===== config.mk =====
export PLATFORM = sky130hd
export DESIGN_NAME = instr_fetch_unit
export DESIGN_NICKNAME = d
export VERILOG_FILES = /design/src/rtl/cpu_pkg.sv /design/src/rtl/fetch_fifo.sv /design/src/rtl/instr_fetch_unit.sv
export SDC_FILE = /design/constraint.sdc
export NUM_CORES = 1
export LEC_CHECK = 0
export ABC_AREA = 0
export CAP_MARGIN = 20
export CORE_UTILIZATION = 45
export CTS_CLUSTER_DIAMETER = 30
export DETAILED_ROUTE_END_ITERATION = 8
export GPL_TIMING_DRIVEN = 0
export PLACE_DENSITY_LB_ADDON = 0.12
export SLEW_MARGIN = 10
export SYNTH_ARGS = -nofsm -noshare
export SYNTH_HDL_FRONTEND = slang
export SYNTH_HIERARCHICAL = 1
export SYNTH_SLANG_ARGS = --single-unit

===== constraint.sdc =====
create_clock -name clk -period 3.5 [get_ports clk]
set_input_delay 0.875 -clock clk [delete_from_list [all_inputs] [get_ports clk]]
set_output_delay 0.875 -clock clk [all_outputs]
set_load 0.005 [all_outputs]

===== src/rtl/cpu_pkg.sv =====
// Shared CPU definitions: default widths, instruction class encodings and the
// fetch FSM state type.
package cpu_pkg;

  localparam int unsigned CPU_ADDR_BITS   = 5;
  localparam int unsigned CPU_INSTR_WIDTH = 20;
  localparam int unsigned CPU_FETCH_DEPTH = 2;

  localparam logic [1:0] CLS_NOP   = 2'b00;
  localparam logic [1:0] CLS_STD   = 2'b01;
  localparam logic [1:0] CLS_LOAD  = 2'b10;
  localparam logic [1:0] CLS_STORE = 2'b11;

  localparam logic [CPU_INSTR_WIDTH-1:0] INSTR_RESET = '0;

  typedef enum logic {
    FETCH_IDLE,
    FETCH_WAIT
  } fetch_state_t;

endpackage


===== src/rtl/fetch_fifo.sv =====
// Prefetch FIFO holding {instr, pc} entries; flush empties it in one cycle and
// takes priority over a same-cycle push or pop.
module fetch_fifo #(
  parameter int unsigned WIDTH = 25,
  parameter int unsigned DEPTH = 2
) (
  input  logic                       clk,
  input  logic                       rst_ni,
  input  logic                       push_i,
  input  logic                       pop_i,
  input  logic                       flush_i,
  input  logic [WIDTH-1:0]           wdata_i,
  output logic [WIDTH-1:0]           rdata_o,
  output logic                       empty_o,
  output logic [$clog2(DEPTH):0]     count_o
);

  localparam int unsigned PW = $clog2(DEPTH);
  localparam int unsigned CW = PW + 1;

  logic [WIDTH-1:0] mem_q [DEPTH];
  logic [PW-1:0]    rd_ptr_q, wr_ptr_q;
  logic [CW-1:0]    count_q;

  always_ff @(posedge clk or negedge rst_ni) begin
    if (!rst_ni) begin
      rd_ptr_q <= '0;
      wr_ptr_q <= '0;
      count_q  <= '0;
      for (int unsigned i = 0; i < DEPTH; i++) mem_q[i] <= '0;
    end else if (flush_i) begin
      rd_ptr_q <= '0;
      wr_ptr_q <= '0;
      count_q  <= '0;
    end else begin
      if (push_i) begin
        mem_q[wr_ptr_q] <= wdata_i;
        wr_ptr_q        <= wr_ptr_q + 1'b1;
      end
      if (pop_i) rd_ptr_q <= rd_ptr_q + 1'b1;
      count_q <= count_q + CW'(push_i) - CW'(pop_i);
    end
  end

  assign rdata_o = mem_q[rd_ptr_q];
  assign empty_o = (count_q == '0);
  assign count_o = count_q;

endmodule


===== src/rtl/instr_fetch_unit.sv =====
// Instruction fetch stage: PC, one-outstanding imem request FSM with credit
// check, redirect/drop handling, and prefetch FIFO feeding the control unit.
module instr_fetch_unit
  import cpu_pkg::*;
#(
  parameter int unsigned ADDR_BITS   = CPU_ADDR_BITS,
  parameter int unsigned INSTR_WIDTH = CPU_INSTR_WIDTH,
  parameter int unsigned DEPTH       = CPU_FETCH_DEPTH
) (
  input  logic                   clk,
  input  logic                   rst,
  input  logic                   run,
  output logic                   imem_req,
  output logic [ADDR_BITS-1:0]   imem_addr,
  input  logic [INSTR_WIDTH-1:0] imem_rdata,
  input  logic                   imem_valid,
  output logic [INSTR_WIDTH-1:0] instr,
  output logic                   instr_valid,
  output logic [ADDR_BITS-1:0]   instr_pc,
  input  logic                   instr_ack,
  input  logic                   redirect,
  input  logic [ADDR_BITS-1:0]   redirect_addr
);

  localparam int unsigned CW = $clog2(DEPTH) + 1;
  localparam int unsigned EW = INSTR_WIDTH + ADDR_BITS;
  localparam logic [CW-1:0] DEPTH_C = CW'(DEPTH);

  fetch_state_t         state_q, state_d;
  logic [ADDR_BITS-1:0] pc_q, pc_d;
  logic [ADDR_BITS-1:0] addr_q, addr_d;
  logic                 drop_q, drop_d;
  logic [ADDR_BITS-1:0] last_pc_q;

  logic                   fifo_push, fifo_pop, fifo_empty;
  logic [CW-1:0]          fifo_count;
  logic [EW-1:0]          fifo_head;
  logic [INSTR_WIDTH-1:0] head_instr;
  logic [ADDR_BITS-1:0]   head_pc;

  // Redirect suppresses both ends of the FIFO; the flush alone decides its state.
  assign fifo_push = (state_q == FETCH_WAIT) && imem_valid && !drop_q && !redirect;
  assign fifo_pop  = instr_ack && !fifo_empty && !redirect;

  fetch_fifo #(
    .WIDTH (EW),
    .DEPTH (DEPTH)
  ) u_fifo (
    .clk     (clk),
    .rst_ni  (rst),
    .push_i  (fifo_push),
    .pop_i   (fifo_pop),
    .flush_i (redirect),
    .wdata_i ({imem_rdata, addr_q}),
    .rdata_o (fifo_head),
    .empty_o (fifo_empty),
    .count_o (fifo_count)
  );

  assign {head_instr, head_pc} = fifo_head;

  always_comb begin
    state_d = state_q;
    pc_d    = pc_q;
    addr_d  = addr_q;
    drop_d  = drop_q;
    unique case (state_q)
      FETCH_IDLE: begin
        if (redirect) begin
          pc_d = redirect_addr;
        end else if (run && (fifo_count < DEPTH_C)) begin
          state_d = FETCH_WAIT;
          addr_d  = pc_q;
        end
      end
      FETCH_WAIT: begin
        if (imem_valid) begin
          state_d = FETCH_IDLE;
          drop_d  = 1'b0;
          if (redirect)     pc_d = redirect_addr;
          else if (!drop_q) pc_d = pc_q + 1'b1;
        end else if (redirect) begin
          // Response still in flight: mark it stale so it is neither pushed nor counted.
          drop_d = 1'b1;
          pc_d   = redirect_addr;
        end
      end
      default: state_d = FETCH_IDLE;
    endcase
  end

  always_ff @(posedge clk or negedge rst) begin
    if (!rst) begin
      state_q   <= FETCH_IDLE;
      pc_q      <= '0;
      addr_q    <= '0;
      drop_q    <= 1'b0;
      last_pc_q <= '0;
    end else begin
      state_q   <= state_d;
      pc_q      <= pc_d;
      addr_q    <= addr_d;
      drop_q    <= drop_d;
      last_pc_q <= instr_pc;
    end
  end

  assign imem_req    = (state_q == FETCH_WAIT);
  assign imem_addr   = addr_q;
  assign instr_valid = !fifo_empty;
  assign instr       = fifo_empty ? INSTR_WIDTH'(INSTR_RESET) : head_instr;
  assign instr_pc    = fifo_empty ? last_pc_q : head_pc;

endmodule

* After elaboration in Yosys (flattened, before gate mapping)
Cells that the tools add are included.
** Cells by class
- Add/subtract/negate cells :: 5
- $lt $le $gt $ge :: 4
- Eq/ne operators :: 1
- Multiplexer cells :: 24
- Bitwise gates (word level) :: 4
- Reductions and logical operators :: 17
** Operators by type and width (count)
- two-way mux 25 bit :: 4
- bitwise mux 50 bit :: 1
- demux 25 bit (select 1 bit) :: 1
- two-way mux 5 bit :: 5
- two-way mux 20 bit :: 1
- case mux 5 bit (2 select lines) :: 1
- two-way mux 1 bit :: 9
- logical AND 1 bit :: 7
- nonzero test 2 bit :: 3
- adder 5 x 1 -> 5 bit (second input constant) :: 1
- >= comparator 2 bit (second input constant) :: 2
- != test 4 bit (second input constant) :: 1
- inverter 1 -> 2 bit :: 2
- AND reduction 2 bit :: 2
- zero test 1 bit :: 3
- AND reduction 3 bit :: 1
- adder 1 bit (second input constant) :: 2
- adder 2 x 1 -> 2 bit :: 1
- zero test 2 bit :: 1
- < comparator 2 x 1 -> 1 bit (second input constant) :: 1
- < comparator 2 bit (second input constant) :: 1
- two-way mux 2 bit :: 1
- inverter 1 bit :: 2
- case mux 1 bit (2 select lines) :: 1
- subtractor 2 x 1 -> 2 bit :: 1
** Storage, ports and cells
- Bits in registers :: 71
- Bits of input ports :: 31
- Logic and storage cells :: 65

* Logic depth before layout (Yosys ltp)
- Depth in word-level cells :: 6
- Gate-level depth with buffers :: 9
- Depth with buffers taken out :: 8

* Cells and area by module
The synthesis kept the hierarchy.
** By module, submodules not included
- fetch_fifo :: times used 1, cells an instance 150, area an instance 2383.5 um2, sequential area each 1351.3 um2
- instr_fetch_unit :: times used 1, cells an instance 82, area an instance 905.9 um2, sequential area each 425.4 um2

* Worst setup path before layout
No wires, ideal clock.
- Path kind :: input -> register
- Start :: input port imem_valid
- End :: register u_fifo/mem_q[39] in the netlist's numbering
- Library setup time :: 0.125 ns
- Arrival time :: 2.178 ns
- Data required time :: 3.375 ns
- Setup slack :: 1.197 ns
- Cell stages on the path :: 5
- Cells stage by stage :: nand3b_2 > nor2_1 > nor3b_4 > buf_4 > mux2_2
** On the way
- Cells in the longest elaborated chain, start to end :: 4
** Ends and longest elaborated chain
- from (decl) :: line instr_fetch_unit.sv:16 : input logic imem_valid,
- logical AND 1 bit (3 in a row) :: line instr_fetch_unit.sv:42 : assign fifo_push = (state_q == FETCH_WAIT) && imem_valid && !drop_q && !redirect;
- net fifo_push :: line instr_fetch_unit.sv:35 : logic fifo_push, fifo_pop, fifo_empty;
- AND reduction 2 bit (no line)
- to (signal, indexed assignment) :: line fetch_fifo.sv:37 : mem_q[wr_ptr_q] <= wdata_i;
- to (decl) :: line fetch_fifo.sv:21 : logic [WIDTH-1:0] mem_q [DEPTH];
The timed path passes the listed nets, and every way through them passes these cells.
A chain may end at the register's enable or synchronous reset.

* Final worst setup path
- Start :: register u_fifo.count_q[1] (netlist: u_fifo/count_o[1])
- End :: output port instr[7]
** On the way
- Cells in the longest elaborated chain, start to end :: 2
** Ends and longest elaborated chain
- from (decl) :: line fetch_fifo.sv:23 : logic [CW-1:0] count_q;
- from (signal assigned) :: line fetch_fifo.sv:41 : count_q <= count_q + CW'(push_i) - CW'(pop_i);
- zero test 2 bit :: line fetch_fifo.sv:46 : assign empty_o = (count_q == '0);
- net fifo_empty :: line instr_fetch_unit.sv:35
- two-way mux 20 bit :: line instr_fetch_unit.sv:111 : assign instr = fifo_empty ? INSTR_WIDTH'(INSTR_RESET) : head_instr;
- to (decl) :: line instr_fetch_unit.sv:17 : output logic [INSTR_WIDTH-1:0] instr,
The timed path passes the listed nets, and every way through them passes these cells.

==> impl_metrics.json <==
{
  "grt_pass1_vias": 1995,
  "drv_cap": 0,
  "clkPwrFrac": 0.275,
  "finalCritPeriodShare": 0.911,
  "p_int_w": 0.00183,
  "cp-startpoint": "u_fifo/count_o[1]$_DFF_PN0_",
  "drive_gt1_frac": 0.373,
  "port_buffers": 62,
  "hpwl_mm": 4.18,
  "root_buffer": "clkbuf_8",
  "die_height_um": 87.5,
  "p_seq_frac": 0.463,
  "ys_types": 30,
  "ant_nets": 0,
  "p_comb_frac": 0.263,
  "design_area_mm2": 0.00426,
  "tightest_slew_ns": 0.587,
  "r2r.worst_path.cells": 5,
  "cts_buffers": 9,
  "hold_viol_final": 0,
  "synthFlopType": "dfrtp_1",
  "grt_pass1_wl_mm": 9.80,
  "layout_commonest_cell": "mux2_2",
  "die_w_um": 87.5,
  "wl_mm": 6.00,
  "drt-pass1-iter-count": 4,
  "rr_startpoint": "imem_req$_DFF_PN0_",
  "numPlacedInstances": 391,
  "worstSetupEndpointType": "output port",
  "crit_type": "reg -> out",
  "fin_crit_ns": 3.19,
  "async_flop_share": 1.00,
  "antenna_cells": 0,
  "clock-sinks": 71,
  "vdd_drop_max_mv": 0.222,
  "total_power_w": 0.00243,
  "clk_latency_ns": 0.33,
  "finalSetupViolCount": 0,
  "reg2reg_to": "u_fifo/mem_q[41]$_DFFE_PN0P_",
  "dieArea_mm2": 0.00766,
  "globalRouteTotalUtil": 0.175,
  "cts_buffer_depth": 2,
  "finClkSkew_ns": 0.00857,
  "routed_via_density": 4.86,
  "final_nets": 340,
  "syn_nets": 266,
  "hold_class": "in -> async",
  "mostFrequentLayoutCells": "mux2_2, dfrtp_1, clkdlybuf4s50_1, nor2b_1, clkbuf_8",
  "num_rows": 30,
  "drc": 0,
  "worstPathRequired_ns": 2.62,
  "cts-hold-fix-buffers": 0,
  "cts.repair.resized": 0,
  "yosys_warnings": 6,
  "ys_seq_area_frac": 0.540,
  "vias": 1979,
  "syn_inst": 232,
  "placed_area_mm2": 0.00405,
  "synth_edf_count": 0,
  "fill_cells": 573,
  "final_cells": 407,
  "syn_area_mm2": 0.00329,
  "fmax_mhz": 314,
  "cp-endpoint": "instr[7]",
  "syn_avg_cell_area_um2": 14.2,
  "cts_tree": "yes",
  "drt_iter0_drc": 40,
  "core_mm2": 0.00694,
  "grt_max_degree": 37,
  "gp_congestion": 0.724,
  "rsz0062_at_grt": "false",
  "cts.clk_slew.worst_paths_ns": 0.07,
  "initial_utilization": 0.474,
  "critPathArrivalTime_ns": 2.31,
  "slew_violations": 0,
  "post_cts_buffers": 0,
  "syn2layout_area_growth_pct": 29.4,
  "final_core_util": 0.613,
  "power.density_mw_per_mm2": 571,
  "reg2reg_setup_slack_ns": 1.27,
  "status": "complete, no violations",
  "p_sw_frac": 0.245,
  "worstPathMaxFanout": 10,
  "htreeDepth": 3,
  "p_leak_nw": 1.94,
  "antenna_found_initial": 0,
  "grt_overflow_total": 0,
  "slew-limit-headroom": 0.607,
  "wl_per_cell_um": 14.7,
  "power.switching_w": 0.000594,
  "ys_ff_latch": 71,
  "num_io_pins": 63,
  "cp-start-kind": "flip-flop"
}
flip-flops by register name, indices dropped and copies added (netlist names):
name and cells:
u_fifo/count_o 2, drop_q 1, imem_req 1, u_fifo/wr_ptr_q 1
u_fifo/mem_q 50, pc_q 5, last_pc_q 5, imem_addr 5
u_fifo/rd_ptr_q 1
worst min path at each step:
stage	endpoint	startpoint	cells past startpoint
after floorplan	u_fifo/mem_q[31]$_DFFE_PN0P_	u_fifo/mem_q[31]$_DFFE_PN0P_	1
after global placement	u_fifo/mem_q[31]$_DFFE_PN0P_	u_fifo/mem_q[31]$_DFFE_PN0P_	1
after detailed placement	u_fifo/mem_q[31]$_DFFE_PN0P_	u_fifo/mem_q[31]$_DFFE_PN0P_	1
after CTS	u_fifo/mem_q[31]$_DFFE_PN0P_	u_fifo/mem_q[31]$_DFFE_PN0P_	1
after global routing	u_fifo/mem_q[10]$_DFFE_PN0P_	u_fifo/mem_q[10]$_DFFE_PN0P_	1
final	u_fifo/mem_q[9]$_DFFE_PN0P_	rst	1
stage by stage:
step | hold slack (ns) | worst slack, ns | setup TNS [ns]
after global placement | 0.465 | -0.907 | -64.23
after floorplan | 0.454 | 1.20 | 0
after CTS | 0.491 | 0.229 | 0
after detailed placement | 0.475 | 0.219 | 0
after global routing | 0.513 | 0.107 | 0
final | 0.485 | 0.311 | 0
routing by layer:
metal,global-route usage,vias to the layer above,share of wire
li1,-,959,-
met1,0.227,966,0.48
met2,0.278,44,0.46
met3,0.0332,10,0.035
met4,0.0969,0,0.023
met5,0,-,0
critical path, stage by stage (launching register included):
cell and delay, ns:
dfrtp_1 0.42, nor2_1 0.10, clkbuf_1 0.45, clkbuf_1 0.44, nor2b_1 0.12, clkdlybuf4s50_1 0.46
cells by family after synthesis:
kind of cell,synth area share
AOI/OAI and AO/OA,0.0171
xor gates and xnor gates,0.0175
adders and majority gates,0.0114
buffers and inverters,0.0312
DFF,0.540
muxes,0.300
and+or+nand+nor,0.0829
layout make-up:
class | instances | area, um^2 | area share
multi-input combinational | 145 | 1410 | 0.331
clock inverter | 5 | 56.3 | 0.0132
buffer | 11 | 83.8 | 0.0197
clock buffer | 11 | 151 | 0.0356
inverter | 5 | 18.8 | 0.00441
timing repair buffer | 63 | 638 | 0.150
tap | 96 | 120 | 0.0282
sequential | 71 | 1780 | 0.418
Yosys cell counts, types with 3 or more instances:
cell	count	area, um^2
mux2_2	79	890
nand2_1	4	15.0
inv_1	5	18.8
mux2_4	5	75.1
nor2_1	7	26.3
o21ai_0	5	25.0
nor2b_1	20	125
ha_1	3	37.5
dfrtp_1	71	1780
clkbuf_1	3	11.3
buf_2	3	15.0
power by group through the flow:
stage                     Sequential, W  Combinational (W)  Clock, W
after floorplan                 0.00111           0.000400         0
after global placement          0.00113           0.000633         0
after detailed placement        0.00114           0.000646         0
after CTS                       0.00113           0.000651  0.000688
after global routing            0.00115           0.000699  0.000724
final                           0.00112           0.000638  0.000667
No activity file was read; power rests on OpenSTA's default activity.
==> edit: new RTL, config.mk and constraints unchanged <==
Take the reset off `pc_q` and load it in a clocked block of its own.
--- a/src/rtl/instr_fetch_unit.sv
+++ b/src/rtl/instr_fetch_unit.sv
@@ -92,17 +92,19 @@
   always_ff @(posedge clk or negedge rst) begin
     if (!rst) begin
       state_q   <= FETCH_IDLE;
-      pc_q      <= '0;
       addr_q    <= '0;
       drop_q    <= 1'b0;
       last_pc_q <= '0;
     end else begin
       state_q   <= state_d;
-      pc_q      <= pc_d;
       addr_q    <= addr_d;
       drop_q    <= drop_d;
       last_pc_q <= instr_pc;
     end
+  end
+
+  always_ff @(posedge clk) begin
+    pc_q <= pc_d;
   end
 
   assign imem_req    = (state_q == FETCH_WAIT);
Check against the original RTL: not equivalent (a bounded check fails within 4 cycles, from zero or initial values and one cycle with rst low).
==> edit against the unedited design <==
Final area hardly changed. Count of clock-buffer cells in the layout decreased by 2. Clock skew is essentially flat. Die area unchanged. Final cell count increased by 0.49%. Critical path depth unchanged. Area after synthesis stayed put. First-iteration DRC count up 15%. Sequential cell count stayed put. Setup slack got worse by 0.023 ns. Power grew 1.3%. Register-to-register slack got worse by 0.27 ns. Routed wire length up 0.73%. Combinational power hardly changed.
==> edit: results (changes against the unedited design) <==
* Via Count at 2059 (+4.0%)
* Pin count of the biggest net entering global routing at 36 (-2.7%)
* Post-synthesis sequential area ratio at 54.8% (+0.76 points)
* Largest cells by area after synthesis: dfrtp_1, mux2_2, edfxtp_1
* Clock Skew at 0.00822 ns (-0.000348 ns)
* Synth cell count leaders: mux2_2, dfrtp_1, nor2b_1, nor2_1
* Post-Syn Area per Cell at 14.1 um2 (-0.85%)
* Inst Count DP at 393 (+0.51%)
* Rel. slew slack at 58.2% (-2.5 points)
* Total global-route track usage at 18.1% (+0.57 points)
* Max reg flops at 50 (unchanged)
* Fillers at 570 (-0.52%)
* Drt initial violations at 46 (+15%)
* Status: finished clean
* Number of synthesized flops with an enable pin at 5 (+5)
* H-Tree Depth at 3 (unchanged)
* Clock Root Buffer: clkbuf_8
* Worst hold path type: input port to async pin
* Post-synthesis cell type count at 31 (+3.3%)
* Peak VDD IR at 0.335 mV (+51%)
* Dpl ws at -0.0766 ns (-0.295 ns)
* Share of layout cells above drive strength 1 at 36.1% (-1.2 points)
* Slowest CP cell: clkbuf_1
* First-pass GRT wire length at 10.4 mm (+5.7%)
* Avg WL per Cell at 14.8 um (+0.24%)
* Gpl congestion at 0.771 (+6.4%)
* Synth async-reset ratio at 93.0% (-7.0 points)
* Final nets at 342 (+0.59%)
* Vias in the first global route at 2152 (+7.9%)
* Syn nets at 268 (+0.75%)
* Hpwl dp at 4.25 mm (+1.7%)
* CP max stage delay at 0.46 ns (about the same)
* Most flops, register: u_fifo/mem_q
* Pleak at 1.92 nW (-1.0%)
* WP data arrival at 2.34 ns (+0.03 ns)
* Post-Route WL at 6.05 mm (+0.73%)
==> edit: cell types whose count changed after synthesis, moves of 2 or more <==
| cell | delta |
|---|---|
| dfrtp_1 | -5 |
| mux2_4 | -5 |
| mux2_1 | +2 |
| buf_2 | +2 |
| mux2_2 | +3 |
| edfxtp_1 | +5 |
==> edit: through the flow <==
stage / hold slack (ns) / setup TNS [ns] / cell area (um2) / util (%) / power [mW]
2_1_floorplan: 0.454 / 0 / 3290 / - / 1.52
3_5_place_dp: 0.483 / -0.710 / 4050 / 58.3 / 1.80
4_1_cts: 0.478 / 0 / 4260 / 61.3 / 2.50
3_3_place_gp: 0.466 / -45.87 / 4030 / 58.0 / 1.78
6_report: 0.478 / 0 / 4260 / 61.3 / 2.46
5_1_grt: 0.493 / 0 / 4260 / 61.3 / 2.61
==> edit: layout make-up <==
type | instances | share of cell area, %
repair buffers | 63 | 15.0
flip-flops and latches | 71 | 42.3
well taps | 96 | 2.82
inverters | 5 | 0.441
multi-input cells | 146 | 32.5
clock inverters | 7 | 2.06
plain buffers | 12 | 1.94
clock buffers | 9 | 2.91
==> edit: path summary, 6_finish.rpt <==
path                            depth (start not counted)  slack (ns)                to         startpoint
worst max-delay path                                    5        0.29          instr[3]  u_fifo/count_o[1]
worst min-delay path                                    1        0.48   u_fifo/mem_q[7]                rst
worst max register to register                          6        1.00  u_fifo/mem_q[42]           imem_req
worst min register to register                          1        0.50      last_pc_q[0]       last_pc_q[0]
max in group asynchronous                               2        2.50      last_pc_q[0]                rst
min in group clk                                        1        0.50      last_pc_q[0]       last_pc_q[0]
==> edit: layer usage <==
metal / wire length (um) / vias up / global-route usage (%) / share of wire, %
met1: 2800 / 1022 / 23.5 / 46
met5: 0 / - / 0 / 0
li1: - / 979 / - / -
met4: 91 / 0 / 6.71 / 1.5
met3: 312 / 9 / 5.02 / 5.2
met2: 2840 / 49 / 29.0 / 47
==> edit: power breakdown <==
group	switching, mW	internal, mW	leakage, nW
Combinational	0.197	0.442	0.891
Clock	0.286	0.396	0.109
Sequential	0.105	1.03	0.920
Total	0.589	1.87	1.92
==> edit: cells by family after synthesis <==
family                     share of synthesized area (%)
muxes                                               29.4
DFF                                                 54.8
and+or+nand+nor                                     8.18
buffers and inverters                               3.08
AOI/OAI and AO/OA                                   1.67
xor gates and xnor gates                            1.75
adders and majority gates                           1.14
==> edit: critical path, delay by kind of cell, from the launching register on <==
family	cells	cell delay (ns)
buf+inv	3	1.37
flops	1	0.42
simple gates	2	0.21
